File: config.mk
export PLATFORM = sky130hd
export DESIGN_NAME = sram_sp_arbiter
export DESIGN_NICKNAME = d
export VERILOG_FILES = /design/src/rtl/sram_arb_pkg.sv /design/src/rtl/sram_arb_grant.sv /design/src/rtl/sram_sp_arbiter.sv
export SDC_FILE = /design/constraint.sdc
export NUM_CORES = 1
export LEC_CHECK = 0
export CAP_MARGIN = 20
export CORE_AREA = 3 3 240 242
export CTS_BUF_LIST = sky130_fd_sc_hd__clkbuf_16
export DETAILED_ROUTE_END_ITERATION = 8
export DIE_AREA = 0 0 243 245
export GPL_ROUTABILITY_DRIVEN = 0
export SYNTH_ARGS = -nofsm -noshare
export SYNTH_HDL_FRONTEND = slang
export SYNTH_SLANG_ARGS = --single-unit
File: constraint.sdc
create_clock -name clock -period 1.8 [get_ports clock]
set_input_delay 0.27 -clock clock [delete_from_list [all_inputs] [get_ports clock]]
set_output_delay 0.27 -clock clock [all_outputs]
set_load 0.02 [all_outputs]
File: src/rtl/sram_arb_pkg.sv
// Shared types and default constants for the single-port SRAM arbiter.
// Widths in sram_wreq_t follow the default geometry below.
package sram_arb_pkg;

  localparam int SETS         = 32;
  localparam int WAYS         = 2;
  localparam int WAY_BITS     = 74;
  localparam int STARVE_LIMIT = 3;

  typedef enum logic [1:0] {
    PRE  = 2'd0,
    INIT = 2'd1,
    RUN  = 2'd2
  } state_e;

  typedef struct packed {
    logic [$clog2(SETS)-1:0]  set;
    logic [WAYS-1:0]          waymask;
    logic [WAYS*WAY_BITS-1:0] data;
  } sram_wreq_t;

endpackage

File: src/rtl/sram_arb_grant.sv
// Read/write grant selection for the shared SRAM port, plus the read starvation counter.
// Optional same-set write-to-read bypass is enabled by defining SRAM_ARB_WBYPASS_EN.
module sram_arb_grant #(
  parameter int AW           = 5,
  parameter int WAYS         = 2,
  parameter int STARVE_LIMIT = 3
) (
  input  logic            clock,
  input  logic            reset_n,
  input  logic            i_run,
  input  logic            i_r_valid,
  input  logic [AW-1:0]   i_r_set,
  input  logic            i_w_valid,
  input  logic [AW-1:0]   i_w_set,
  input  logic [WAYS-1:0] i_w_mask,
  output logic            o_r_grant,
  output logic            o_w_grant,
  output logic            o_bypass
);

  logic [3:0] r_starve_cnt;
  logic       w_starved;
  logic       w_read_wins;

  assign w_starved = (r_starve_cnt == 4'(STARVE_LIMIT));

  // NOTE: every signal assigned in always_comb gets a default first so no path leaves it unassigned (no latch).
  always_comb begin
    o_bypass = 1'b0;
`ifdef SRAM_ARB_WBYPASS_EN
    o_bypass = i_run && i_r_valid && i_w_valid && (i_r_set == i_w_set) && (&i_w_mask);
`endif
    w_read_wins = i_r_valid && (!i_w_valid || w_starved);
    o_r_grant   = i_run && (w_read_wins || o_bypass);
    o_w_grant   = i_run && i_w_valid && (!w_read_wins || o_bypass);
  end

  // NOTE: sequential state uses non-blocking assignments so all flops update together at the edge.
  always_ff @(posedge clock or negedge reset_n) begin
    if (!reset_n) begin
      r_starve_cnt <= 4'd0;
    end else if (!i_run || !i_r_valid || o_r_grant) begin
      r_starve_cnt <= 4'd0;
    end else if (!w_starved) begin
      r_starve_cnt <= r_starve_cnt + 4'd1;
    end
  end

endmodule

File: src/rtl/sram_sp_arbiter.sv
// Single-port way-masked SRAM sequencer: zero-fill sweep after reset, then read/write arbitration.
// Optional write-to-read bypass is enabled by defining SRAM_ARB_WBYPASS_EN.
module sram_sp_arbiter
  import sram_arb_pkg::*;
#(
  parameter int SETS         = sram_arb_pkg::SETS,
  parameter int WAYS         = sram_arb_pkg::WAYS,
  parameter int WAY_BITS     = sram_arb_pkg::WAY_BITS,
  parameter int STARVE_LIMIT = sram_arb_pkg::STARVE_LIMIT,
  parameter int AW           = $clog2(SETS),
  parameter int DW           = WAYS * WAY_BITS
) (
  input  logic            clock,
  input  logic            reset_n,
  input  logic            r_req_valid,
  output logic            r_req_ready,
  input  logic [AW-1:0]   r_req_set,
  output logic            r_resp_valid,
  output logic [DW-1:0]   r_resp_data,
  input  logic            w_req_valid,
  output logic            w_req_ready,
  input  logic [AW-1:0]   w_req_set,
  input  logic [WAYS-1:0] w_req_waymask,
  input  logic [DW-1:0]   w_req_data,
  output logic            init_busy,
  output logic            sram_en,
  output logic            sram_wmode,
  output logic [AW-1:0]   sram_addr,
  output logic [WAYS-1:0] sram_wmask,
  output logic [DW-1:0]   sram_wdata,
  input  logic [DW-1:0]   sram_rdata
);

  state_e        r_state;
  state_e        w_state_nxt;
  logic [AW-1:0] r_set_cnt;
  logic          w_last_set;
  logic          w_r_grant;
  logic          w_w_grant;
  logic          w_bypass;
  logic          r_rsp_valid;
  logic          r_byp_pend;
  logic [DW-1:0] r_byp_data;
  logic [DW-1:0] r_rsp_data;

  assign w_last_set = (r_set_cnt == AW'(SETS - 1));

  sram_arb_grant #(
    .AW           (AW),
    .WAYS         (WAYS),
    .STARVE_LIMIT (STARVE_LIMIT)
  ) u_grant (
    .clock     (clock),
    .reset_n   (reset_n),
    .i_run     (r_state == RUN),
    .i_r_valid (r_req_valid),
    .i_r_set   (r_req_set),
    .i_w_valid (w_req_valid),
    .i_w_set   (w_req_set),
    .i_w_mask  (w_req_waymask),
    .o_r_grant (w_r_grant),
    .o_w_grant (w_w_grant),
    .o_bypass  (w_bypass)
  );

  always_ff @(posedge clock or negedge reset_n) begin
    if (!reset_n) r_state <= PRE;
    else          r_state <= w_state_nxt;
  end

  always_comb begin
    w_state_nxt = r_state;
    case (r_state)
      PRE:     w_state_nxt = INIT;
      INIT:    if (w_last_set) w_state_nxt = RUN;
      RUN:     w_state_nxt = RUN;
      default: w_state_nxt = PRE;
    endcase
  end

  always_comb begin
    init_busy   = (r_state != RUN);
    r_req_ready = w_r_grant;
    w_req_ready = w_w_grant;
    sram_en     = 1'b0;
    sram_wmode  = 1'b0;
    sram_addr   = '0;
    sram_wmask  = '0;
    sram_wdata  = '0;
    case (r_state)
      INIT: begin
        sram_en    = 1'b1;
        sram_wmode = 1'b1;
        sram_addr  = r_set_cnt;
        sram_wmask = '1;
      end
      RUN: begin
        // The write wins the macro port; with bypass the read is served from the write data.
        if (w_w_grant) begin
          sram_en    = 1'b1;
          sram_wmode = 1'b1;
          sram_addr  = w_req_set;
          sram_wmask = w_req_waymask;
          sram_wdata = w_req_data;
        end else if (w_r_grant) begin
          sram_en    = 1'b1;
          sram_addr  = r_req_set;
        end
      end
      default: ;
    endcase
  end

  always_ff @(posedge clock or negedge reset_n) begin
    if (!reset_n) begin
      r_set_cnt <= '0;
    end else if (r_state == INIT) begin
      r_set_cnt <= w_last_set ? '0 : r_set_cnt + 1'b1;
    end
  end

  // Response data loads at the end of the valid cycle, when the macro's read data is present.
  always_ff @(posedge clock or negedge reset_n) begin
    if (!reset_n) begin
      r_rsp_valid <= 1'b0;
      r_byp_pend  <= 1'b0;
      r_byp_data  <= '0;
      r_rsp_data  <= '0;
    end else begin
      r_rsp_valid <= w_r_grant;
      r_byp_pend  <= w_bypass;
      if (w_bypass) r_byp_data <= w_req_data;
      if (r_rsp_valid) r_rsp_data <= r_byp_pend ? r_byp_data : sram_rdata;
    end
  end

  assign r_resp_valid = r_rsp_valid;
  assign r_resp_data  = r_rsp_data;

endmodule

# --- Word level (Yosys, flattened, before mapping) ---
# Index checks and enable logic that the tools add are counted.
word_totals:
  regBits: 160
  latchBits: 0
  ramBits: 0
  rom_bits: 0
  inputBits: 312
  out_inout_bits: 309
  wordCells: 43
  memories: 0
classes:
  addsub: 2
  mul: 0
  div_mod_pow: 0
  magnitude_cmp: 0
  eq_ne: 7
  shifts: 0
  muxes: 17
  bitwise_logic: 0
  n_reduce_logical: 12
ops:
  columns: ["op", "count"]
  rows:
  - ["$mux W148", 2]
  - ["$mux W5", 3]
  - ["$pmux W5 S2", 1]
  - ["$mux W4", 2]
  - ["$ne A2 B2 Y1 const B", 3]
  - ["$pmux W2 S3", 1]
  - ["$add A5 B1 Y5 const B", 1]
  - ["$eq A5 B5 Y1 const B", 1]
  - ["$add A4 B1 Y4 const B", 1]
  - ["$eq A4 B2 Y1 const B", 1]
  - ["$logic_and A1 B1 Y1", 4]
  - ["$logic_not A1 Y1", 4]
  - ["$mux W2", 2]
  - ["$pmux W1 S2", 2]
  - ["$pmux W2 S2", 1]
  - ["$logic_or A1 B1 Y1", 3]
  - ["$mux W1", 3]
  - ["$eq A2 B1 Y1 const B", 1]
  - ["$eq A2 B2 Y1 const B", 1]
  - ["$logic_not A2 Y1", 1]

# --- Logic depth before layout (Yosys ltp) ---
# Gate-level depths: netlist (run 1).
logic_depth:
  word_depth: 7
  mapped_depth: 6
  mapped_depth_nobuf: 6

# --- Modules after synthesis ---
# Synthesis (run 1) repeated with hierarchy kept, for this count alone.
unflattened:
  cells_unflattened: 1223
  hier_area_um2: 14272.4
modules_own_cells:
  columns: ["mod", "n_inst", "cells_each", "area_each_um2", "seq_area_each_um2"]
  rows:
  - ["sram_sp_arbiter", 1, 1202, 14069.7, 7632.3]
  - ["sram_arb_grant", 1, 21, 202.7, 100.1]

# --- Worst setup path before layout (run 1) ---
# OpenSTA, ideal clock, no wires.
synth_path:
  kind: "register to output"
  startpoint: "register u_grant.r_starve_cnt[0]"
  endpoint: "output port r_req_ready"
  arrival_ns: 1.571
  required_time_ns: 1.530
  setup_slack_ns: -0.041
  path_stages_with_launch: 4
  path_buffers: 0
  path_cell_list: "dfrtp_1 ha_1 or3b_2 a21boi_0"
synth_between:
  elab_chain_cells: 4
synth_lines:
  columns: ["element", "line_no", "text"]
  rows:
  - ["from (decl)", "sram_arb_grant.sv:21", "logic [3:0] r_starve_cnt;"]
  - ["from (signal assigned)", "sram_arb_grant.sv:45", "r_starve_cnt <= r_starve_cnt + 4'd1;"]
  - ["$eq A4 B2 Y1", "sram_arb_grant.sv:25", "assign w_starved = (r_starve_cnt == 4'(STARVE_LIMIT));"]
  - ["$logic_or A1 B1 Y1", "sram_arb_grant.sv:33", "w_read_wins = i_r_valid && (!i_w_valid || w_starved);"]
  - ["$logic_and A1 B1 Y1", "sram_arb_grant.sv:33", null]
  - ["$logic_and A1 B1 Y1", "sram_arb_grant.sv:34", "o_r_grant = i_run && (w_read_wins || o_bypass);"]
  - ["to (decl)", "sram_sp_arbiter.sv:16", "output logic r_req_ready,"]
# Every way passes these cells.

# --- Worst setup path after layout (run 1) ---
layout_path:
  startpoint: "register r_state[0]"
  endpoint: "output port sram_wdata[63]"
layout_between:
  elab_chain_cells: 5
layout_lines:
  columns: ["element", "line_no", "text"]
  rows:
  - ["from (decl)", "sram_sp_arbiter.sv:34", "state_e r_state;"]
  - ["from (signal assigned)", "sram_sp_arbiter.sv:68", "else r_state <= w_state_nxt;"]
  - ["$eq A2 B2 Y1 *", "sram_sp_arbiter.sv:55, sram_sp_arbiter.sv:90", null]
  - ["$logic_and A1 B1 Y1 (2 in series)", "sram_arb_grant.sv:35", "o_w_grant = i_run && i_w_valid && (!w_read_wins || o_bypass);"]
  - ["$mux W148", "sram_sp_arbiter.sv:99", "if (w_w_grant) begin"]
  - ["$mux W148 *", "sram_sp_arbiter.sv:90", "case (r_state)"]
  - ["to (decl)", "sram_sp_arbiter.sv:30", "output logic [DW-1:0] sram_wdata,"]
# Every way passes the cells marked *; elsewhere a longest branch is shown, timed or not.

==> out/summary.txt, run 1 <==
status = finished, violations left
failing checks = negative setup slack
Detailed Place HPWL = 34.05 mm
Die Area = 59540 µm²
CP max FO = 6
Yosys reg bits = 160
GRT Total Usage = 14.98%
die height = 245 µm
Final min period = 2.309 ns
leakage power = 7.230 nW
Ys Warns = 0
Mapped Area = 7321 µm²
Worst Path Required = 1.53 ns
final hold vios = 0
number of buffers added on ports = 620
initial antenna violation count = 17
global route overflow = 0
# rows = 86
Setup violations, final = 159
XOR/XNOR Fraction of Synth Area = 0.2393%
initial core utilization = 13.24%
Boundary Pins = 621
drt drc = 0
post-synth cell types = 29
Final Non-Filler Cells = 2026
largest family of logic cells by synthesized area = multiplexers
Hold Crit Class = input pin to asynchronous set/reset pin
Die W = 243 µm
Core ar. = 55310 µm²
Worst EP arrival = 2.04 ns
RSZ-0062 raised after global routing = true
synthesized net count = 899
final worst-path cycle share = 128.3%
CTS clk-pin slew, worst paths = 0.07 ns
Slew headroom = 65.15%
setup ws final = -0.5086 ns
CP Capture Type = primary output
post-synthesis async set-or-reset flop share = 100.0%
post-synthesis mux area share = 23.19%
hold slack = 0.3213 ns
Num Clock Sinks = 160
Skew-Pair Late Insertion Delay = 0.47 ns
nets@finish = 1578
total CTS buffers = 17
area share of the largest cell type after synthesis = 54.69%
Post-DRT Antenna Nets = 0
ranking of synthesized cells by area = dfrtp_1, mux2_2, and3_1
Syn-to-layout area delta = 133.8%
root buffer cell = clkbuf_16
Compound-Gate Fraction of Synth Area = 2.051%
Bufs on Longest Clock Path = 2
slew of the pin with the lowest slew margin = 0.5227 ns
post-synth top area cell = dfrtp_1
Post-synth EDFFs = 0
Synth Area in Adders = 1.025%
PwrDens = 741.0 nW/µm²
setup tns final = -68.68 ns
Final Max Tran Viols = 0
DR vias/cell = 3.877
1st-pass router iterations = 4
Synth Flop Type = dfrtp_1
H-tree depth = 4
Post-Route WL = 46.25 mm
VDD IR max = 0.7132 mV
Max Fclk = 433.2 MHz
share of cells above drive strength 1 = 44.70%
post-synthesis simple-gate area fraction = 15.09%
vias in the first global route = 8512
Placed Instances = 1939
WL/cell = 22.83 µm
post-synthesis sequential area ratio = 54.69%
commonest cells in the netlist = dfrtp_1, and3_1, mux2_2
count leader, synth = dfrtp_1
CTS tree = yes
startpoint types = register
max capacitance violation total = 0
vias post-DR = 7855
first-pass GRT wire length = 64.10 mm
mean area per synthesized cell = 12.60 µm²
Clock Skew = 0.01862 ns
Iter 0 DRT Violations = 270
synthesized instance count = 581
largest net degree at the start of global routing = 61
kind of critical path = register to primary output
==> registers in the layout (all words and copies together), names as in the netlist <==
name,cells
r_resp_valid,1
u_grant.r_starve_cnt,4
r_state,2
r_resp_data,148
r_set_cnt,5
==> timing repair <==
item | CTS | global route
hold buffers | 1 | 0
buffers inserted | 19 | 6
endpoints found under the hold margin | 36 | 0
gates cloned | 15 | 11
setup endpoints to repair | 164 | 166
pin swaps | 14 | 44
resized for setup | 819 | 177
==> metal layers <==
metal / part of all wire [%] / vias up / GRT usage (%)
li1: - / 3476 / -
met1: 35 / 3868 / 15.53
met2: 54 / 443 / 28.79
met3: 7.8 / 68 / 4.741
met4: 3.3 / 0 / 4.306
met5: 0 / - / 0
==> placed cells by master (no fill, tap or decap), types with 2 or more instances in the layout <==
cell | Yosys | routed
clkdlybuf4s50_1 | 0 | 452
dfrtp_1 | 160 | 159
mux2_2 | 149 | 149
buf_6 | 0 | 138
and3_4 | 0 | 112
buf_4 | 2 | 38
and3_1 | 149 | 37
clkbuf_16 | 0 | 28
buf_2 | 34 | 23
buf_12 | 0 | 16
buf_16 | 0 | 14
nand3_1 | 13 | 12
buf_8 | 0 | 10
inv_6 | 0 | 6
diode_2 | 0 | 5
a31oi_1 | 7 | 5
o21ai_0 | 5 | 4
nand2_1 | 4 | 4
nor2_1 | 6 | 4
ha_4 | 0 | 4
dlygate4sd2_1 | 0 | 4
inv_1 | 6 | 3
a32oi_2 | 0 | 3
dlymetal6s2s_1 | 0 | 3
inv_2 | 0 | 2
inv_4 | 0 | 2
clkinv_4 | 0 | 2
and2_4 | 0 | 2
a31oi_4 | 0 | 2
nor2_2 | 0 | 2
a32oi_1 | 5 | 2
mux2i_1 | 2 | 2
ha_1 | 6 | 2
inv_8 | 0 | 2
bufinv_16 | 0 | 2
bufbuf_16 | 0 | 2
==> worst paths after layout <==
kind	start	end	slack, ns	depth (start not counted)
min	reset_n	r_resp_data[31]	0.32	2
max in group asynchronous	reset_n	r_resp_data[82]	0.85	3
min in group clock	sram_rdata[26]	r_resp_data[26]	0.41	2
min reg2reg	r_resp_data[55]	r_resp_data[55]	0.50	1
max	r_state[0]	sram_wdata[63]	-0.51	8
max reg2reg	r_state[0]	r_set_cnt[3]	0.08	10
==> report_power, final <==
group,switching (mW),internal [mW]
clock network,1.77,2.09
registers,0.252,4.10
logic,1.93,2.55
==> per-stage QoR <==
step	setup WS, ns	utilization (%)	power, mW	instance area, µm²
global route	-0.5845	30.92	13.30	17100
floorplan	0.04625	-	6.037	7321
global placement	-0.8269	26.46	8.526	14630
detailed placement	-0.8262	26.46	8.565	14630
CTS	-0.5878	29.10	12.78	16100
finish	-0.5086	30.94	12.68	17110
==> critical path, stage by stage, from the launching register on <==
cell	delay [ns]
dfrtp_1	0.39
inv_2	0.08
ha_4	0.13
and2_4	0.22
buf_12	0.16
buf_16	0.13
buf_8	0.11
and3_4	0.22
buf_6	0.13
==> logic make-up after synthesis <==
| kind of cell | count (synthesis) |
|---|---|
| buffers and inverters | 59 |
| adder cells (fa/ha/maj) | 6 |
| multiplexers | 151 |
| XOR/XNOR | 2 |
| flip-flops | 160 |
| AND/OR/NAND/NOR | 181 |
| AO/OA/AOI/OAI | 22 |
==> final cells by class <==
type                            instances  area [µm²]
Clock buffer                           17       425.4
Timing Repair Buffer                  712        7757
Fill cell                            5652       38200
Multi-Input combinational cell        362        3765
Sequential cell                       160        4008
Tap cell                              748       935.9
Antenna cell                            5       12.51
Clock inverter                         15       172.7
Inverter                                7       36.28
No activity file was read; power rests on OpenSTA's default activity.
==> inputs of run 2 (changes only) <==
--- a/config.mk
+++ b/config.mk
@@ -11,6 +11,7 @@
 export DETAILED_ROUTE_END_ITERATION = 8
 export DIE_AREA = 0 0 243 245
 export GPL_ROUTABILITY_DRIVEN = 0
+export REMOVE_ABC_BUFFERS = 1
 export SYNTH_ARGS = -nofsm -noshare
 export SYNTH_HDL_FRONTEND = slang
 export SYNTH_SLANG_ARGS = --single-unit
==> out/summary.txt, run 2 (synthesized netlist as in run 1, its figures left out) <==
leakage power = 7.236 nW
startpoint types = register
die height = 245 µm
drt drc = 0
largest net degree at the start of global routing = 43
vias in the first global route = 8712
WL/cell = 23.55 µm
# rows = 86
Boundary Pins = 621
max capacitance violation total = 0
Bufs on Longest Clock Path = 2
Post-Route WL = 47.84 mm
final hold vios = 0
RSZ-0062 raised after global routing = true
Worst EP arrival = 2.05 ns
Post-DRT Antenna Nets = 0
initial antenna violation count = 12
first-pass GRT wire length = 66.71 mm
vias post-DR = 7930
status = finished, violations left
hold slack = 0.3322 ns
final worst-path cycle share = 128.6%
CP Capture Type = primary output
kind of critical path = register to primary output
GRT Total Usage = 15.71%
Final Max Tran Viols = 0
nets@finish = 1577
H-tree depth = 4
Skew-Pair Late Insertion Delay = 0.46 ns
max FFs per register = 148
setup tns final = -71.46 ns
share of cells above drive strength 1 = 46.23%
1st-pass router iterations = 4
Core ar. = 55310 µm²
Slew headroom = 71.15%
CP max FO = 7
global route overflow = 0
commonest non-fill, non-tap cell in the layout = clkdlybuf4s50_1
CTS tree = yes
Num Clock Sinks = 160
initial core utilization = 13.24%
Hold Crit Class = input pin to asynchronous set/reset pin
commonest cells after routing, fill and taps aside = clkdlybuf4s50_1, dfrtp_1, mux2_2, buf_6, and3_4
Syn-to-layout area delta = 136.6%
setup ws final = -0.5155 ns
Max Fclk = 431.9 MHz
slew of the pin with the lowest slew margin = 0.4328 ns
Detailed Place HPWL = 35.91 mm
fillers = 5627
number of buffers added on ports = 620
Clock Skew = 0.009373 ns
total CTS buffers = 17
DR vias/cell = 3.904
failing checks = negative setup slack
root buffer cell = clkbuf_16
Final min period = 2.316 ns
Die Area = 59540 µm²
Worst Path Required = 1.53 ns
Reg area = 4008 µm²
Die W = 243 µm
PwrDens = 714.3 nW/µm²
multi-input logic area = 3900 µm²
VDD IR max = 0.6892 mV
Iter 0 DRT Violations = 357
Setup violations, final = 159
CTS clk-pin slew, worst paths = 0.07 ns
## run 2: changes by cell type in the layout (fill, tap and decap cells not counted), sizes merged
cell,before,now
dlygate4sd2,4,13
bufinv,2,0
clkdlybuf4s50,452,440
diode,5,11
clkbuf,28,21
inv,15,14
clkinvlp,0,1
bufbuf,2,0
clkinv,5,7
dlymetal6s2s,3,6
buf,239,247
## run 2: area by class of cell
class / count / share of cell area [%]
well taps: 748 / 5.403
repair buffers: 711 / 45.39
inverters: 7 / 0.1950
multi-input cells: 362 / 22.52
flip-flops and latches: 160 / 23.14
clock inverters: 15 / 0.7441
diodes: 11 / 0.1589
clock buffers: 17 / 2.456
## run 2: what timing repair did
| item | in CTS | in global routing |
|---|---|---|
| resized for setup | 874 | 147 |
| hold endpoints to repair | 35 | 0 |
| setup endpoints to repair | 173 | 167 |
| pin swaps | 46 | 47 |
| hold buffers | 1 | 0 |
| cloned | 17 | 4 |
| setup buffers | 32 | 4 |
## run 2: power breakdown
group          internal, mW  total [mW]  switching, mW
clock                  1.80        3.44           1.63
combinational          2.58        4.57           1.99
sequential             4.10        4.36          0.264
total                  8.49        12.4           3.89
## run 2: final timing paths
path	start	endpoint	slack, ns	cells after the start
worst max-delay path	u_grant.r_starve_cnt[0]	sram_wdata[81]	-0.52	7
worst min-delay path	reset_n	r_resp_data[79]	0.33	2
worst max register to register	r_set_cnt[0]	r_set_cnt[2]	0.17	6
worst min register to register	r_resp_data[90]	r_resp_data[90]	0.50	1
max in group asynchronous	reset_n	r_resp_data[65]	0.82	3
min in group clock	sram_rdata[35]	r_resp_data[35]	0.41	2
## run 2: metal layers
layer / share of wire (%) / track usage, % / vias up
met3: 8.8 / 6.227 / 54
met5: 0 / 0 / -
li1: - / - / 3485
met2: 55 / 29.87 / 461
met1: 34 / 15.33 / 3930
met4: 2.6 / 5.659 / 0
## run 2: worst max-delay path, stage by stage, from the launching register on
cell and delay [ns]:
dfrtp_1 0.40, ha_4 0.17, nand4bb_4 0.19, buf_12 0.21
buf_12 0.14, buf_16 0.14, and3_4 0.19, buf_6 0.13
## run 2: stage by stage
step           instance area (µm²)  util, %  instances  setup slack [ns]  total power [mW]
6_report                     17320    31.32       2031           -0.5155             12.37
3_5_place_dp                 15000    27.12       1948           -0.7150             8.724
4_1_cts                      16950    30.64       2021           -0.5862             12.56
2_1_floorplan                 7076        -        529            -2.491             6.048
5_1_grt                      17320    31.31       2029           -0.6024             12.99
3_3_place_gp                 15000    27.12       1948           -0.7410             8.685
==> RTL edit 1: new RTL, flow settings as in run 1 <==
Reset style: synchronous (`reset_n`), changed in 4 clocked blocks.
--- a/src/rtl/sram_arb_grant.sv
+++ b/src/rtl/sram_arb_grant.sv
@@ -37,5 +37,5 @@
 
   // NOTE: sequential state uses non-blocking assignments so all flops update together at the edge.
-  always_ff @(posedge clock or negedge reset_n) begin
+  always_ff @(posedge clock) begin
     if (!reset_n) begin
       r_starve_cnt <= 4'd0;
--- a/src/rtl/sram_sp_arbiter.sv
+++ b/src/rtl/sram_sp_arbiter.sv
@@ -64,5 +64,5 @@
   );
 
-  always_ff @(posedge clock or negedge reset_n) begin
+  always_ff @(posedge clock) begin
     if (!reset_n) r_state <= PRE;
     else          r_state <= w_state_nxt;
@@ -112,5 +112,5 @@
   end
 
-  always_ff @(posedge clock or negedge reset_n) begin
+  always_ff @(posedge clock) begin
     if (!reset_n) begin
       r_set_cnt <= '0;
@@ -121,5 +121,5 @@
 
   // Response data loads at the end of the valid cycle, when the macro's read data is present.
-  always_ff @(posedge clock or negedge reset_n) begin
+  always_ff @(posedge clock) begin
     if (!reset_n) begin
       r_rsp_valid <= 1'b0;
Behaviour: differs if reset_n is asserted again (counterexample within 4 cycles, from zero or initial values and one cycle with reset_n low); with reset_n held inactive, the same outputs for 10 cycles.
==> RTL edit 1 against run 1 <==
The flow still finishes with violations (negative setup slack); combinational power up 27%; global-route usage is 0.68 points lower; register-to-register slack better by 0.04 ns; die area is the same; core utilization fell by 0.068 points; non-clock buffer count shrank 3; sequential cell count unchanged; setup slack better by 0.067 ns; routed wire length shrank 4.9%; total power increased by 2.5%; cell count grew 7.3%; final area shrank 0.22%; area after synthesis grew 1.3%; via count increased by 7.5%; critical path type unchanged; critical endpoint is now sram_addr[4].
==> RTL edit 1: results (changes against run 1) <==
| Metric | Value |
|---|---|
| Nets | `1730 (was 1578)` |
| Fill cells | `5713 (was 5652)` |
| Sequential fraction of the synthesis area | `0.432 (was 0.547)` |
| Failing checks | `negative setup slack (unchanged)` |
| Crit Reg-Reg Startpoint | `r_set_cnt[0] (was r_state[0])` |
| N_diodes | `0 (was 5)` |
| Dpl hpwl | `32800 um (was 34000 um)` |
| Netlist cell types | `33 (was 29)` |
| Synth Area in Adders | `0.0101 (was 0.0103)` |
| Initial DRC count | `390 (was 270)` |
| DR vias/cell | `3.89 (was 3.88)` |
| WHS | `0.346 ns (was 0.321 ns)` |
| Worst r2r dst | `r_state[1] (was r_set_cnt[3])` |
| Multiplexer share of the synthesized area | `0.204 (was 0.232)` |
| Post-Route WL | `44000 um (was 46200 um)` |
| Hold WC Path Type | `in2reg (was in2async)` |
| Initial antenna violation count | `3 (was 17)` |
| Max VDD drop | `0.700 mV (was 0.713 mV)` |
| Commonest cells post-synth | `dfxtp_1 (160), nor2b_1 (152), mux2i_1 (151) (was dfrtp_1 (160), and3_1 (149), mux2_2 (149))` |
| FF-to-FF path depth | `6 (was 10)` |
| Status | `complete, but fails checks (unchanged)` |
| Pre-antenna DRT Iters | `5 (was 4)` |
| Top post-synthesis cells by area | `dfxtp_1 (43%), mux2i_1 (20%), nor2b_1 (13%) (was dfrtp_1 (55%), mux2_2 (23%), and3_1 (13%))` |
| First-pass GRT wire length | `62400 um (was 64100 um)` |
| Number of global-route vias before repair | `8646 (was 8512)` |
| Pin count of the biggest net entering global routing | `56 (was 61)` |
| Async S/R FF share, synth | `0 (was 1.00)` |
| Setup-failing EPs final | `159 (unchanged)` |
| GRT Total Usage | `0.143 (was 0.150)` |
| Clock Skew | `0.0110 ns (was 0.0186 ns)` |
| Share of cells above drive strength 1 | `0.312 (was 0.447)` |
| Reg-to-reg slack, setup | `0.12 ns (was 0.08 ns)` |
| Compound-Gate Fraction of Synth Area | `0.0197 (was 0.0205)` |
| Xor and xnor area share after synthesis | `0.00236 (was 0.00239)` |
| Relative slew slack | `0.597 (was 0.652)` |
| Worst-path maximum fanout | `5 (was 6)` |
| Fin worst setup slack | `-0.442 ns (was -0.509 ns)` |
==> RTL edit 1: cell count changes after synthesis, moves of 7 or more <==
cell	before	now
dfxtp_1	0	160
buf_2	34	27
dfrtp_1	160	0
mux2_2	149	0
nor2b_1	2	152
clkbuf_1	16	27
mux2i_1	2	151
buf_4	2	15
==> RTL edit 1: layout make-up <==
| cell class | instances | area [sq um] | share of cell area |
|---|---|---|---|
| Inverter | 6 | 38.8 | 0.00227 |
| Clock buffer | 17 | 425 | 0.0249 |
| Sequential cell | 160 | 3210 | 0.188 |
| Timing Repair Buffer | 709 | 7650 | 0.448 |
| Clock inverter | 15 | 134 | 0.00784 |
| Tap cell | 748 | 936 | 0.0548 |
| Timing Repair inverter | 1 | 5.00 | 0.000293 |
| Multi-Input combinational cell | 517 | 4670 | 0.274 |
==> RTL edit 1: per-layer routing <==
| layer | GRT usage | share of wire | vias to the layer above |
|---|---|---|---|
| li1 | - | - | 3907 |
| met1 | 0.180 | 0.43 | 4051 |
| met4 | 0.0425 | 0.016 | 6 |
| met5 | 0 | 0.00084 | - |
| met3 | 0.0663 | 0.11 | 49 |
| met2 | 0.218 | 0.45 | 433 |
==> RTL edit 1: worst max path at each step <==
stage / depth (start not counted) / from / slack (ns) / endpoint
floorplan: 3 / u_grant.r_starve_cnt[0] / 0.1 / r_req_ready
global placement: 6 / w_req_valid / -0.78 / sram_addr[1]
detailed placement: 6 / w_req_valid / -0.80 / sram_addr[1]
CTS: 8 / u_grant.r_starve_cnt[1] / -0.48 / sram_addr[4]
global route: 7 / r_state[0] / -0.51 / sram_addr[4]
finish: 7 / r_state[0] / -0.44 / sram_addr[4]
==> RTL edit 1: logic make-up after synthesis <==
group / after synthesis
xor+xnor: 2
simple gates: 335
flops: 160
fa+ha+maj: 6
buf+inv: 76
mux: 151
compound gates: 23
==> RTL edit 1: through the flow <==
step                      area, sq um  TNS [ns]  setup slack (ns)  instances
after floorplan                  7420         0            0.0953        753
after global placement          14700    -89.84            -0.782       2107
after detailed placement        14700    -90.60            -0.798       2107
after CTS                       16800    -66.94            -0.482       2168
after global routing            17100    -72.47            -0.515       2173
final                           17100    -59.59            -0.442       2173
==> RTL edit 1: what timing repair did <==
item	4_1_cts	5_1_grt
endpoints found under the hold margin	0	0
setup buffers	12	8
resized for setup	1080	71
endpoints found under the setup margin	166	172
hold buffers	0	0
pin swaps	60	32
cloned	17	1
==> RTL edit 1: report_power, final <==
part	internal, mW	switching, mW	total, mW
Combinational	3.11	2.57	5.68
Sequential	3.67	0.0983	3.77
Clock	1.91	1.63	3.55
Total	8.70	4.30	13.0
==> RTL edit 1: critical path: stages (launching register included) <==
cell	delay [ns]
dfxtp_2	0.34
inv_2	0.05
ha_4	0.16
buf_12	0.12
and3b_1	0.22
a22oi_1	0.30
a31oi_4	0.15
buf_6	0.16
==> RTL edit 2: new RTL, config.mk and constraints of run 1 <==
Made on the original files. Set the package constant `SETS` to 64 (it was 32).
--- a/src/rtl/sram_arb_pkg.sv
+++ b/src/rtl/sram_arb_pkg.sv
@@ -3,5 +3,5 @@
 package sram_arb_pkg;
 
-  localparam int SETS         = 32;
+  localparam int SETS         = 64;
   localparam int WAYS         = 2;
   localparam int WAY_BITS     = 74;
Ports: changed (resized r_req_set, sram_addr and w_req_set); port bits go from 621 to 624. The function was not compared with the original's and may differ.
==> RTL edit 2 against run 1 <==
The run still ends with negative setup slack left; first-iteration DRC count rose by 0.37%; sequential cell count increased by 1; final area up 1.4%; area after synthesis grew 2.5%; routed wire length down 4.7%; clock skew is 0.011 ns lower; setup slack worse by 0.026 ns; global-route usage shrank 1.4 points; critical endpoint is now sram_wdata[42]; sequential share of layout area decreased by 0.19 points; critical path depth decreased by 1; core utilization rose by 0.44 points.
Power is not compared: it rests on default switching activity, and its combinational part moved more than twofold at a synthesized area within 25%.
==> RTL edit 2: results (changes against run 1) <==
| Metric | Value |
|---|---|
| Reg-to-reg slack, setup | `approximately 0.07 ns` |
| Number of global-route vias before repair | `8207 (was 8512)` |
| Nets | `1592 (was 1578)` |
| CP endpoint | `sram_wdata[42] (was sram_wdata[63])` |
| Sequential fraction of the synthesis area | `0.537 (was 0.547)` |
| Failing checks | `negative setup slack (unchanged)` |
| Initial DRC count | `271 (was 270)` |
| Yosys warnings | `0 (unchanged)` |
| Arr. time, crit path | `2.06 ns (was 2.04 ns)` |
| Reg clk slew, reported paths | `0.07 ns (about the same)` |
| Port Buffers | `623 (was 620)` |
| Fin worst setup slack | `-0.534 ns (was -0.509 ns)` |
| Netlist cell types | `32 (was 29)` |
| Crit Reg-Reg Startpoint | `r_state[1] (was r_state[0])` |
| Pin count of the biggest net entering global routing | `52 (was 61)` |
| Met1 Routed Length | `17400 um (was 16400 um)` |
| Multiplexer share of the synthesized area | `0.228 (was 0.232)` |
| Post-Route WL | `44100 um (was 46200 um)` |
| Compound-Gate Fraction of Synth Area | `0.0203 (was 0.0205)` |
| Status | `complete, but fails checks (unchanged)` |
| Syn avg cell area | `12.8 sq um (was 12.6 sq um)` |
| Setup TNS | `-74.61 ns (was -68.68 ns)` |
| Main flop type after synthesis | `dfrtp_1 (unchanged)` |
| Pre-CTS WS | `-0.832 ns (was -0.826 ns)` |
| Worst-path maximum fanout | `9 (was 6)` |
| Worst r2r dst | `r_set_cnt[5] (was r_set_cnt[3])` |
| Top post-synthesis cells by area | `dfrtp_1 (54%), mux2_2 (23%), and3_1 (12%) (was dfrtp_1 (55%), mux2_2 (23%), and3_1 (13%))` |
| Share of cells above drive strength 1 | `0.450 (was 0.447)` |
| Setup-failing EPs final | `160 (was 159)` |
| Met2 Wirelength | `21000 um (was 24800 um)` |
| Max incr delay on CP | `0.40 ns` |
| Top routing layer used | `met5 (was met4)` |
| GRT Total Usage | `0.136 (was 0.150)` |
| WHS | `0.271 ns (was 0.321 ns)` |
| Slew @ Worst Pin | `0.399 ns (was 0.523 ns)` |
| Xor and xnor area share after synthesis | `0.00467 (was 0.00239)` |
| Crit. Startpoint | `u_grant.r_starve_cnt[0] (was r_state[0])` |
| Syn_nets | `906 (was 899)` |
| Commonest cells post-synth | `dfrtp_1 (161), mux2_2 (150), and3_1 (148) (was dfrtp_1 (160), and3_1 (149), mux2_2 (149))` |
| Synth Area in Adders | `0.00834 (was 0.0103)` |
| DP Cell Count | `1959 (was 1939)` |
| Wire per inst | `21.6 um (was 22.8 um)` |
| Via count | `7904 (was 7855)` |
| FF-to-FF path depth | `9 (was 10)` |
| First-pass GRT wire length | `58800 um (was 64100 um)` |
| Met3 WL | `4400 um (was 3590 um)` |
| Pre-antenna DRT Iters | `4 (unchanged)` |
| Dpl hpwl | `32400 um (was 34000 um)` |
| Initial antenna violation count | `16 (was 17)` |
| Hold WC Path Type | `in2async (unchanged)` |
| Clock Skew | `0.00778 ns (was 0.0186 ns)` |
| DP Area | `14900 sq um (was 14600 sq um)` |
| Crit path kind | `reg2out (unchanged)` |
## RTL edit 2: area by class of cell
type	instances	area, sq um
timing repair buffer	720	7930
antenna	6	15.0
multi-input combinational	366	3870
inverter	7	31.3
clock inverter	15	118
sequential	161	4030
clock buffer	17	425
tap	748	936
fill	5603	38000
## RTL edit 2: timing repair
action                                 4_1_cts  5_1_grt
cloned                                      13       10
pin swaps                                   24       46
buffers inserted                            15        8
resized for setup                          940      170
endpoints found under the hold margin       35        0
hold buffers                                 1        0
setup endpoints to repair                  172      174
## RTL edit 2: routing by layer
| layer | up-vias | global-route usage |
|---|---|---|
| met5 | - | 0 |
| met4 | 14 | 0.0443 |
| met3 | 66 | 0.0590 |
| met2 | 421 | 0.226 |
| met1 | 3886 | 0.158 |
| li1 | 3517 | - |
## RTL edit 2: report_power, final
| group | total, mW | switching, mW | internal, mW |
|---|---|---|---|
| Sequential | 3.62 | 0 | 3.62 |
| Clock | 3.42 | 1.54 | 1.88 |
| Combinational | 0.838 | 0.222 | 0.616 |
